### config.mk
export PLATFORM = sky130hd
export DESIGN_NAME = fifo_rd_stream
export DESIGN_NICKNAME = d
export VERILOG_FILES = /design/src/rtl/fifo_rd_stream.sv
export SDC_FILE = /design/constraint.sdc
export NUM_CORES = 1
export LEC_CHECK = 0
export BUFFER_PORTS_ARGS = -buffer_cell sky130_fd_sc_hd__buf_2
export CORE_MARGIN = 5
export CORE_UTILIZATION = 45
export CTS_CLUSTER_DIAMETER = 200
export DETAILED_ROUTE_END_ITERATION = 8
export PLACE_DENSITY = 0.68
export SYNTH_ARGS = -nofsm -noshare
export SYNTH_HDL_FRONTEND = slang
export SYNTH_SLANG_ARGS = --single-unit
export TNS_END_PERCENT = 100
### constraint.sdc
create_clock -name rclk -period 2.5 [get_ports rclk]
set_clock_uncertainty 0.15 [all_clocks]
set_input_delay 0.125 -clock rclk [delete_from_list [all_inputs] [get_ports rclk]]
set_output_delay 0.125 -clock rclk [all_outputs]
set_load 0.01 [all_outputs]
### src/rtl/fifo_rd_stream.sv
// fifo_rd_stream: FIFO read port to valid/ready burst stream through a 2-entry skid buffer
module fifo_rd_stream #(
  parameter int DATA_W    = 3,
  parameter int BURST_LEN = 4
) (
  input  logic              rclk,
  input  logic              rrst,
  input  logic              empty,
  input  logic [DATA_W-1:0] rdata,
  output logic              ren,
  output logic              m_valid,
  input  logic              m_ready,
  output logic [DATA_W-1:0] m_data,
  output logic              m_last,
  output logic [1:0]        occ
);
  localparam int CW = BURST_LEN > 1 ? $clog2(BURST_LEN) : 1;
  localparam logic [1:0] ZERO = 2'd0;
  localparam logic [1:0] ONE  = 2'd1;
  localparam logic [1:0] TWO  = 2'd2;
  localparam logic [CW-1:0] LAST = CW'(BURST_LEN - 1);
  logic [DATA_W-1:0] head, tail;
  logic [CW-1:0] cnt;
  logic pend, pop;
  logic [2:0] credit;
  logic [1:0] slot;
  assign pop = m_valid & m_ready;
  // words held plus words in flight, after this cycle's pop leaves
  assign credit = {1'b0, occ} + {2'b0, pend} - {2'b0, pop};
  assign ren = rrst & ~empty & (credit < 3'd2);
  assign slot = occ - {1'b0, pop};
  assign m_valid = occ != ZERO;
  assign m_data = head;
  assign m_last = m_valid & (cnt == LAST);
  always_ff @(posedge rclk or negedge rrst)
    if (!rrst) begin
      occ  <= ZERO;
      pend <= 1'b0;
      cnt  <= '0;
      head <= '0;
      tail <= '0;
    end else begin
      occ  <= occ + {1'b0, pend} - {1'b0, pop};
      pend <= ren;
      if (pop) cnt <= (cnt == LAST) ? '0 : cnt + CW'(1);
      head <= (pend && slot == ZERO) ? rdata : pop ? tail : head;
      if (pend && slot == ONE) tail <= rdata;
    end
  assert property (@(posedge rclk) disable iff (!rrst) !(pend && occ == TWO && !pop));
endmodule
==> results.toml <==
[grt]
globalRoute.totalOverflow = 0
grt_max_degree = 13
antenna_found_initial = 0
grt_pass1_vias = 451
grt_pass1_wl_mm = 2.24
grt_util_all_layers = 0.153

[floorplanning]
dieArea_sq_um = 2210
core_sq_um = 1300
initial_core_util = 0.475
floorplan.die.height_microns = 47.1
num_rows = 13
design.portCount = 15
die_width_microns = 47.1

[place]
numPortBuffers = 14
pre_cts_slack_ns = 0.242
dpl-instance-area_sq_um = 717
place_congestion = 0.745
place_hpwl_microns = 1000

[critical_path]
worstPathMaxFanout = 2
critPathArrivalTime_ns = 2.17
worstSetupPathType = "flop to output port"
worst_setup_path_start_kind = "flop"
timing.critical_path.required_ns = 2.23
setup.worst_path.end_class = "output port"

[drt]
first_pass_iters = 4
drt-initial-drc-count = 11
via_per_inst = 5.66
route.vias.total = 521
final_antenna_net_count = 0
detail_route.wirelength_mm = 1.42
routedWlPerCell_microns = 15.4
drc = 0

[sta]
worst-slew-pin-transition_ns = 0.412
layout_worst_path_cycle_share = 0.979
fin_crit_ns = 2.45
hold_viol_final = 0
worst_slew_margin_rel = 0.724
fin_tns_setup_ns = 0
postLayoutSetupSlackWorst_ns = 0.0515
achievable_clock_frequency_mhz = 408
setup_viol_count_final = 0
unrepaired_setup_endpoints_after_global_routing = "true"
drv_slew = 0

[synth]
synthesis.area_per_instance_sq_um = 12.4
synth.yosys.warnings = 0
async_reset_ff_frac = 1.00
post_synth_inst_count = 50
ys_seq_elements = 11
yosysUniqueCellTypes = 23
post_synth_main_area_contributors = "sky130_fd_sc_hd__dfrtp_1 (45%), sky130_fd_sc_hd__mux2_2 (13%), sky130_fd_sc_hd__a221o_1 (4.9%), sky130_fd_sc_hd__a32o_1 (4.9%), sky130_fd_sc_hd__a22o_1 (4.3%)"
synth_top_area_frac = 0.445
synthMostInstantiatedCell = "sky130_fd_sc_hd__dfrtp_1"
post_synth_top_area_cell = "sky130_fd_sc_hd__dfrtp_1"
synthTopCellsByCount = "sky130_fd_sc_hd__dfrtp_1 (11), sky130_fd_sc_hd__mux2_2 (7), sky130_fd_sc_hd__nand2_1 (4)"
postSynth.topFlopCell = "sky130_fd_sc_hd__dfrtp_1"
mappedNetlistNets = 60
post_synth_instance_area_sq_um = 618
ys_seq_area_frac = 0.445
synth-edff-count = 0

[layout]
share_of_layout_cells_above_drive_strength_1 = 0.506
n_antenna_cell = 0
layout.nets = 88
syn2layout_area_growth_pct = 38.7
fin_area_sq_um = 857

[clock_tree]
cts_tree = "built"
cts-buffers-inserted = 3
clock_path_buffers = 2
tritoncts_num_sinks = 11
clkTransAtPathRegs_ns = 0.07
h_tree_levels = 1
cts_root_buf = "sky130_fd_sc_hd__clkbuf_4"
worst_skew_pair.late_latency_ns = 0.27

[power_and_ir_drop]
power_leakage_uw = 0.000368
worst_ir_drop_vdd_v = 0.000731
power_density_nw_per_um2 = 1250
report.power.total_uw = 1070

[flow_run]
drv.max_cap_violation_count = 0

[min_path]
worstHoldPathType = "primary input to async pin"

[status]
outcome = "finished clean"
## power breakdown
part / switching [uW] / internal [uW] / total (uW) / leakage (uW)
combinational: 285 / 339 / 624 / 0.000237
clock: 57.4 / 61.7 / 119 / 0.0000150
sequential: 67.5 / 262 / 329 / 0.000116
total: 410 / 663 / 1070 / 0.000368
## layout make-up
cell class,count,area [sq um]
Timing Repair Buffer,25,165
Fill cell,99,444
Inverter,2,7.51
Tap cell,15,18.8
Sequential cell,11,275
Clock buffer,4,26.3
Multi-Input combinational cell,35,364
## cells in the final DEF, fill, tap and decap left out
cell / Yosys / routed
sky130_fd_sc_hd__and2_1: 1 / 1
sky130_fd_sc_hd__ha_1: 2 / 1
sky130_fd_sc_hd__clkbuf_1: 0 / 1
sky130_fd_sc_hd__and2_2: 1 / 1
sky130_fd_sc_hd__and3b_1: 1 / 1
sky130_fd_sc_hd__o21ai_2: 1 / 1
sky130_fd_sc_hd__clkbuf_4: 0 / 3
sky130_fd_sc_hd__inv_1: 2 / 2
sky130_fd_sc_hd__a22o_1: 3 / 3
sky130_fd_sc_hd__a32o_1: 3 / 3
sky130_fd_sc_hd__o211ai_1: 1 / 1
sky130_fd_sc_hd__nor3_1: 1 / 1
sky130_fd_sc_hd__nor4b_4: 0 / 1
sky130_fd_sc_hd__ha_4: 0 / 1
sky130_fd_sc_hd__a21o_1: 1 / 1
sky130_fd_sc_hd__nand2_1: 4 / 3
sky130_fd_sc_hd__dfrtp_1: 11 / 11
sky130_fd_sc_hd__nor3b_1: 1 / 1
sky130_fd_sc_hd__a21o_2: 1 / 1
sky130_fd_sc_hd__buf_4: 1 / 6
sky130_fd_sc_hd__mux2_2: 7 / 7
sky130_fd_sc_hd__nand2_4: 0 / 1
sky130_fd_sc_hd__xnor2_2: 0 / 1
sky130_fd_sc_hd__fa_2: 0 / 1
sky130_fd_sc_hd__a221o_1: 3 / 3
sky130_fd_sc_hd__buf_2: 0 / 14
sky130_fd_sc_hd__dlygate4sd3_1: 0 / 5
sky130_fd_sc_hd__or2_4: 0 / 1
## what timing repair did
item,in CTS,in global routing
pin swaps,1,5
gates resized for setup,0,8
hold endpoints to repair,15,0
endpoints found under the setup margin,1,1
hold buffers,5,0
setup buffers,2,1
## routing by layer
metal / GRT usage / share of wire / vias to the layer above
met5: 0 / 0 / -
met4: 0.0994 / 0.023 / 0
met3: 0.0230 / 0.055 / 4
met2: 0.244 / 0.50 / 17
met1: 0.190 / 0.42 / 254
li1: - / - / 246
## critical path, stage by stage (launching register included)
cell and delay [ns]:
sky130_fd_sc_hd__dfrtp_1 0.39, sky130_fd_sc_hd__o21ai_2 0.17, sky130_fd_sc_hd__or2_4 0.16, sky130_fd_sc_hd__nand2_4 0.05, sky130_fd_sc_hd__ha_4 0.15, sky130_fd_sc_hd__fa_2 0.37, sky130_fd_sc_hd__xnor2_2 0.16, sky130_fd_sc_hd__nor4b_4 0.28
sky130_fd_sc_hd__buf_2 0.18
## cells by family after synthesis
group | count (synthesis) | share of synthesized area
DFF | 11 | 0.445
AOI/OAI and AO/OA | 13 | 0.192
buffers and inverters | 4 | 0.0425
and+or+nand+nor | 11 | 0.105
adders and majority gates | 3 | 0.0729
xor gates and xnor gates | 1 | 0.0142
muxes | 7 | 0.128
## flip-flops by register name (all words and copies together) (netlist names)
register and flops:
cnt 2, m_data 3, occ 2, pend 1, tail 3
## worst paths after layout
| kind | startpoint | to | slack, ns | cells after the start |
|---|---|---|---|---|
| min in group rclk | m_ready | tail[1]$_DFFE_PN0P_ | 0.29 | 4 |
| min | rrst | occ[0]$_DFF_PN0_ | 0.11 | 2 |
| min reg2reg | cnt[0]$_DFFE_PN0P_ | cnt[0]$_DFFE_PN0P_ | 0.37 | 1 |
| max in group asynchronous | rrst | m_data[1]$_DFFE_PN0P_ | 1.87 | 2 |
| max reg2reg | occ[0]$_DFF_PN0_ | pend$_DFF_PN0_ | 0.52 | 7 |
| max | occ[0]$_DFF_PN0_ | ren | 0.05 | 8 |
## per-stage QoR
step           utilization  cells  hold slack [ns]
5_1_grt              0.659     92            0.141
2_1_floorplan            -     50           -0.321
6_report             0.659     92            0.111
3_3_place_gp         0.551     80           -0.142
4_1_cts              0.621     91            0.113
3_5_place_dp         0.551     80           -0.140
(Power assumes the default switching activity.)
